<file path="config.mk">
export PLATFORM = sky130hd
export DESIGN_NAME = sync_fifo_rd_stream
export DESIGN_NICKNAME = d
export VERILOG_FILES = /design/src/rtl/sync_fifo_rd_stream_pkg.sv /design/src/rtl/fifo_rd_skid2.sv /design/src/rtl/sync_fifo_rd_stream.sv
export SDC_FILE = /design/constraint.sdc
export NUM_CORES = 1
export LEC_CHECK = 0
export BUFFER_PORTS_ARGS = -buffer_cell sky130_fd_sc_hd__buf_2
export CORE_MARGIN = 2
export CORE_UTILIZATION = 25
export DETAILED_ROUTE_END_ITERATION = 12
export MAX_ROUTING_LAYER = met4
export SLEW_MARGIN = 20
export SYNTH_ARGS = -nofsm -noshare
export SYNTH_HDL_FRONTEND = slang
export SYNTH_SLANG_ARGS = --single-unit
</file>
<file path="constraint.sdc">
create_clock -name clk -period 2.4 [get_ports clk]
set_input_delay 0.24 -clock clk [delete_from_list [all_inputs] [get_ports clk]]
set_output_delay 0.24 -clock clk [all_outputs]
set_load 0.1 [all_outputs]
</file>
<file path="src/rtl/sync_fifo_rd_stream_pkg.sv">
`default_nettype none
// ============================================================================
// Module   : sync_fifo_rd_stream_pkg
// Purpose  : Shared types and constants for the FIFO read-side stream adapter:
//            occupancy encoding of the 2-entry skid buffer and its depth.
// Revision : 1.0 - initial release
// ============================================================================
package sync_fifo_rd_stream_pkg;

    // Occupancy of the head/tail buffer
    typedef enum logic [1:0] {
        OCC_EMPTY = 2'd0,
        OCC_ONE   = 2'd1,
        OCC_TWO   = 2'd2
    } occ_e;

    // Buffer entries; also the credit limit on outstanding words
    localparam int unsigned BUF_DEPTH = 2;

endpackage : sync_fifo_rd_stream_pkg
`default_nettype wire

</file>
<file path="src/rtl/fifo_rd_skid2.sv">
`default_nettype none
// ============================================================================
// Module   : fifo_rd_skid2
// Purpose  : Two-entry head/tail register pair. Words arriving on push fill
//            the buffer in order; pop removes the head. The head register and
//            the valid flag are both flops so the stream outputs are clean.
// Revision : 1.0 - initial release
// ============================================================================
module fifo_rd_skid2
    import sync_fifo_rd_stream_pkg::*;
#(
    parameter int DATA_WIDTH = 8
) (
    input  logic                  clk,
    input  logic                  rst_n,
    input  logic                  clear,
    input  logic                  push,
    input  logic [DATA_WIDTH-1:0] push_data,
    input  logic                  pop,
    output occ_e                  occ,
    output logic                  valid,
    output logic [DATA_WIDTH-1:0] head
);

    logic [DATA_WIDTH-1:0] tail;

    // Occupancy FSM with head/tail data movement; valid tracks occ != EMPTY
    always_ff @(posedge clk or negedge rst_n) begin
        if (!rst_n) begin
            occ   <= OCC_EMPTY;
            valid <= 1'b0;
            head  <= '0;
            tail  <= '0;
        end else if (clear) begin
            occ   <= OCC_EMPTY;
            valid <= 1'b0;
        end else begin
            case (occ)
                OCC_EMPTY: begin
                    // A pop cannot happen here since valid is low
                    if (push) begin
                        head  <= push_data;
                        occ   <= OCC_ONE;
                        valid <= 1'b1;
                    end
                end
                OCC_ONE: begin
                    if (push && pop) begin
                        head <= push_data;
                    end else if (push) begin
                        tail <= push_data;
                        occ  <= OCC_TWO;
                    end else if (pop) begin
                        occ   <= OCC_EMPTY;
                        valid <= 1'b0;
                    end
                end
                OCC_TWO: begin
                    // Push without pop is excluded by the upstream credit check
                    if (pop) begin
                        head <= tail;
                        if (push) begin
                            tail <= push_data;
                        end else begin
                            occ <= OCC_ONE;
                        end
                    end
                end
                default: begin
                    occ   <= OCC_EMPTY;
                    valid <= 1'b0;
                end
            endcase
        end
    end

endmodule : fifo_rd_skid2
`default_nettype wire

</file>
<file path="src/rtl/sync_fifo_rd_stream.sv">
`default_nettype none
// ============================================================================
// Module   : sync_fifo_rd_stream
// Purpose  : Read-side adapter for a synchronous FIFO with a registered read
//            port. Issues reads against a 2-word credit, captures returning
//            words into a skid buffer and presents a valid/ready stream at
//            full throughput. Counts delivered words.
// Revision : 1.0 - initial release
// ============================================================================
module sync_fifo_rd_stream
    import sync_fifo_rd_stream_pkg::*;
#(
    parameter int DATA_WIDTH = 8,
    parameter int CNT_W      = 16
) (
    input  logic                  clk,
    input  logic                  rst_n,
    input  logic                  fifo_empty,
    input  logic [DATA_WIDTH-1:0] fifo_data,
    output logic                  fifo_rd_en,
    input  logic                  en,
    input  logic                  flush,
    output logic                  m_valid,
    input  logic                  m_ready,
    output logic [DATA_WIDTH-1:0] m_data,
    output logic [CNT_W-1:0]      rd_count
);

    occ_e       occ;
    logic       inflight;
    logic       pop;
    logic [2:0] level;

    assign pop = m_valid && m_ready;

    // Words that will still be held after this cycle if no new read is issued
    assign level = {1'b0, occ} + {2'b00, inflight} - {2'b00, pop};

    assign fifo_rd_en = en && !flush && !fifo_empty && (level < 3'(BUF_DEPTH));

    // Marks the cycle in which fifo_data carries a freshly read word
    always_ff @(posedge clk or negedge rst_n) begin
        if (!rst_n) begin
            inflight <= 1'b0;
        end else begin
            inflight <= flush ? 1'b0 : fifo_rd_en;
        end
    end

    // Delivered-word counter; a pop during flush still counts
    always_ff @(posedge clk or negedge rst_n) begin
        if (!rst_n) begin
            rd_count <= '0;
        end else if (pop) begin
            rd_count <= rd_count + 1'b1;
        end
    end

    fifo_rd_skid2 #(
        .DATA_WIDTH (DATA_WIDTH)
    ) u_skid (
        .clk       (clk),
        .rst_n     (rst_n),
        .clear     (flush),
        .push      (inflight && !flush),
        .push_data (fifo_data),
        .pop       (pop),
        .occ       (occ),
        .valid     (m_valid),
        .head      (m_data)
    );

endmodule : sync_fifo_rd_stream
`default_nettype wire

</file>
Word level (Yosys, flattened, before mapping). Index checks and enable logic that the tools add are counted.

Flip-flop bits (word level): 36. Bits of input ports: 14. Logic and storage cells: 63. Output and inout port bits: 26.

Muxes and demuxes: 23. Reductions and logical operators: 15. Add/sub/neg operators: 3. Order comparisons: 1. Bitwise gates (word level): 1. Equal/unequal tests: 14.

Operator list (count): $mux 8 (6); $pmux 8 s3 (1); $add 16x1->16 const B (1); $pmux 8 s2 (1); $ne 3x3->1 const B (5); $reduce_and 5->1 (3); $mux 2 (7); $logic_and 1x1->1 (6); $mux 1 (6); $ne 2x2->1 const B (3); $pmux 2 s3 (1); $ne 2x1->1 const B (2); $ne 4x3->1 const B (1); $reduce_and 4->1 (1); $add 2x1->3 (1); $lt 3x2->1 const B (1); $ne 3x2->1 const B (1); $pmux 1 s3 (1); $reduce_bool 3->1 (1); $sub 3x1->3 (1); $eq 2x1->1 const B (1); $eq 2x2->1 const B (1); $logic_not 1->1 (2); $logic_not 2->1 (1); other kinds (2) (2).

Depth between registers and ports, before layout.
Word-level depth: 6. Mapped depth: 6.

Cells and area by module. From an unflattened synthesis, not the netlist that was laid out.

Cells, all modules: 139. Area, all modules: 1744.2 um2.

Modules (own cells, without submodules): fifo_rd_skid2 (instances 1, sequential area each 475.5 um2, cells each 68, area an instance 928.4 um2); sync_fifo_rd_stream (instances 1, sequential area each 425.4 um2, cells each 71, area an instance 815.8 um2).

Least setup slack after synthesis. Ideal clock, no wire load.

Path type: register to output. Start: register u_skid.valid. End: output port fifo_rd_en. Arrival time: 3.509 ns. Path buffers: 0. Stages on the path, launching flop included: 7. Slack: -1.349 ns. Cell sequence: dfrtp_1 -> nand2_1 -> nor2_1 -> o21ai_0 -> fa_1 -> nand4bb_1 -> nor2_1.

Word-level cells in the longest chain between the ends: 4.

RTL lines: start, declared (line fifo_rd_skid2.sv:21) `output logic valid,`; start signal, assigned (line fifo_rd_skid2.sv:31) `valid <= 1'b0;`; start signal, assigned (line fifo_rd_skid2.sv:36) `valid <= 1'b0;`; start signal, assigned (line fifo_rd_skid2.sv:44) `valid <= 1'b1;`; $logic_and 1x1->1 (line sync_fifo_rd_stream.sv:34) `assign pop = m_valid && m_ready;`; $sub 3x1->3 (line sync_fifo_rd_stream.sv:37) `assign level = {1'b0, occ} + {2'b00, inflight} - {2'b00, pop};`; $lt 3x2->1 (line sync_fifo_rd_stream.sv:39) `assign fifo_rd_en = en && !flush && !fifo_empty && (level < 3'(BUF_DEPTH));`; $logic_and 1x1->1 (line sync_fifo_rd_stream.sv:39); end, declared (line sync_fifo_rd_stream.sv:20) `output logic fifo_rd_en,`.

Every way passes these cells.

Worst setup path after layout. Same ends and word-level chain as after synthesis.

==> results.yml <==
status:
  run_status: "completed"
yosys:
  synth_warnings: 0
  synthAdderAreaFrac_pct: 1.862
  syn_avg_cell_area_um2: 12.94
  synth_mux_area_share_pct: 17.84
  synth-seq-cells: 36
  ys_seq_area_share_pct: 51.58
  synth_top_family_by_area: "multiplexers"
  synth_simple_gate_area_share_pct: 13.04
  syn_area_um2: 1747
  synth.distinct_cells: 36
  synthCells: 135
  synth_nets: 151
  synth_xor_area_share_pct: 8.023
  synth-compound-area-share_pct: 5.301
cts:
  numCtsBuffers: 5
  clk_path_buf_depth: 2
  htree_num_levels: 2
  cts_root_buffer: "clkbuf_8"
  clk_pin_slew_worst_paths_ps: 70
  clk-insertion-delay-late_ps: 280
  hold_buffers: 0
  cts_tree: "done"
  cts_num_sinks: 36
worst_hold_path:
  min_path_type: "in2async"
final_layout:
  final_nets: 197
  area_delta_synth_final_pct: 24.57
  n_fill_cell: 676
  drive_above_1_share_pct: 50.28
  antenna_cells: 0
  final_common_cell: "buf_2"
  final_cell_mix: "38 x buf_2, 34 x dfrtp_1, 17 x mux2_2"
  final_cell_count_no_fill: 277
sta:
  hold_viol_final: 0
  slew_viol_final: 0
  rsz0062_at_grt: "true"
  fmax_mhz: 427.7
  tightest_slew_ps: 842.1
  max_slew_margin_pct: 43.86
  setup_viol_count_final: 0
  skew_ps: 3.825
  post-route-period-util_pct: 97.43
  fin_crit_ps: 2338
  finalSetupTns_ps: 0
setup_path:
  cp-end-kind: "output port"
  startpoint_type: "register"
  cp_max_fo: 7
  crit_type: "reg2out"
  arrival_ps: 2100
  r2r_cells: 5
  crit_required_ps: 2160
die:
  die-width_um: 87.59
  core_area_um2: 6794
  start_util_pct: 25.71
  rows: 30
  die_y_um: 87.59
  io_pins: 40
  die_area_um2: 7671
global_route:
  grtUsageMet3_pct: 2.922
  first_global_vias: 1157
  met1_usage_pct: 11.99
  grtUsageMet2_pct: 14.94
  busiest_layer: "met2"
  antenna_found_initial: 0
  track_usage_pct: 9.594
  grt_max_degree: 37
  grt_pass1_wl_um: 5513
  grt_overflow: 0
power:
  peakVddDrop_uv: 515.2
  p_leak_nw: 1.010
  p_per_area_nw_per_um2: 970.1
  totalPowerFinal_mw: 2.111
placed_design:
  portBuffers: 39
  hpwl_um: 2354
  gp_congestion: 0.6926
  dp.cells: 268
detailed_routing:
  finalWirelength_um: 3302
  first_pass_iters: 4
  wl_per_cell_um: 11.92
  route.detailed.drc: 0
  vias_per_cell: 4.177
  drt_iter0_markers: 31
  dr_total_vias: 1157
  ant_nets: 0
job:
  drv_cap: 0
-- cells in the mapped netlist --
cell type / count / area [um^2]
nand3_1: 5 / 25.02
nand4_1: 5 / 31.28
or2_2: 1 / 6.260
dfrtp_1: 36 / 900.9
and2b_2: 1 / 8.760
clkbuf_8: 1 / 13.76
nand2b_4: 1 / 13.76
fa_1: 1 / 20.02
clkbuf_2: 1 / 5.000
and3_1: 1 / 6.260
ha_1: 1 / 12.51
nand3b_1: 1 / 7.510
nand2_1: 9 / 33.78
a21oi_1: 3 / 15.01
a21o_2: 1 / 8.760
a21oi_4: 1 / 16.27
buf_6: 1 / 11.26
a211o_1: 1 / 8.760
and2_0: 1 / 6.260
nand4bb_1: 1 / 11.26
and2_4: 1 / 8.760
xnor2_1: 13 / 113.9
a211o_2: 1 / 10.01
o21ai_2: 1 / 8.760
nor4_2: 1 / 12.51
mux2_4: 8 / 120.1
o21ai_0: 2 / 10.01
nor4_1: 1 / 6.260
and3_2: 1 / 7.510
xor2_1: 3 / 26.28
nor2b_4: 1 / 13.76
nor2_1: 6 / 22.52
inv_1: 3 / 11.26
and2_1: 1 / 6.260
mux2_2: 17 / 191.4
o21bai_1: 2 / 15.01
-- final timing paths --
path / startpoint / end / slack (ps)
setup / recovery: u_skid.valid / fifo_rd_en / 60
hold / removal: rst_n / rd_count[10] / 60
setup reg to reg: u_skid.occ[1] / u_skid.head[4] / 520
hold reg to reg: rd_count[15] / rd_count[15] / 470
max in group asynchronous: rst_n / u_skid.valid / 1720
min in group clk: fifo_data[6] / u_skid.tail[6] / 200
-- stage by stage --
stage	cell area (um^2)	util (%)	hold slack, ps	setup slack (ps)
6_report	2176	32.03	62.23	61.66
5_1_grt	2176	32.03	141.8	-50.14
4_1_cts	2170	31.93	84.57	5.826
3_5_place_dp	2076	30.55	395.3	320.9
3_3_place_gp	2076	30.55	390.1	349.6
2_1_floorplan	1768	-	-55.59	24.96
-- per-layer routing --
| metal | wire length (um) | up-vias |
|---|---|---|
| met5 | 0 | - |
| met4 | 14 | 0 |
| met3 | 160 | 3 |
| met2 | 1513 | 38 |
| met1 | 1614 | 551 |
| li1 | - | 565 |
-- state kept, by name (all words and copies together), names as in the netlist --
register	cells
u_skid.tail	8
u_skid.head	8
rd_count	16
inflight	1
u_skid.occ	2
u_skid.valid	1
-- worst max-delay path, cell delays in order, from the launching register on --
cell and delay (ps):
dfrtp_4 490, nand2_4 110, and2_4 150, o21ai_2 50, fa_1 510, nand4bb_1 170, nor2_4 140, buf_12 180
-- area by class of cell --
class	count	area (um^2)	area share [%]
well taps	96	120.1	5.520
clock buffers	6	72.57	3.335
flip-flops and latches	36	905.9	41.63
clock inverters	1	5.005	0.2300
multi-input cells	93	828.3	38.07
repair buffers	42	232.7	10.70
inverters	3	11.26	0.5175
-- logic make-up (layout without fill, tap and decap cells) --
kind of cell,count (synthesis),in the layout
multiplexers,25,25
AND/OR/NAND/NOR,38,38
buffers and inverters,6,52
adder cells (fa/ha/maj),2,2
XOR/XNOR,16,16
flip-flops,36,36
AO/OA/AOI/OAI,12,12
-- report_power, final --
group | total, mW | switching, mW | internal (mW)
sequential | 0.791 | 0.0801 | 0.710
combinational | 0.915 | 0.733 | 0.182
clock | 0.405 | 0.208 | 0.197
-- timing repair --
item / in CTS / in global routing
endpoints found under the hold margin: 0 / 0
pin swaps: 3 / 4
setup endpoints to repair: 1 / 1
buffers inserted: 2 / 0
resized for setup: 1 / 4
No activity file was read; power rests on OpenSTA's default activity.
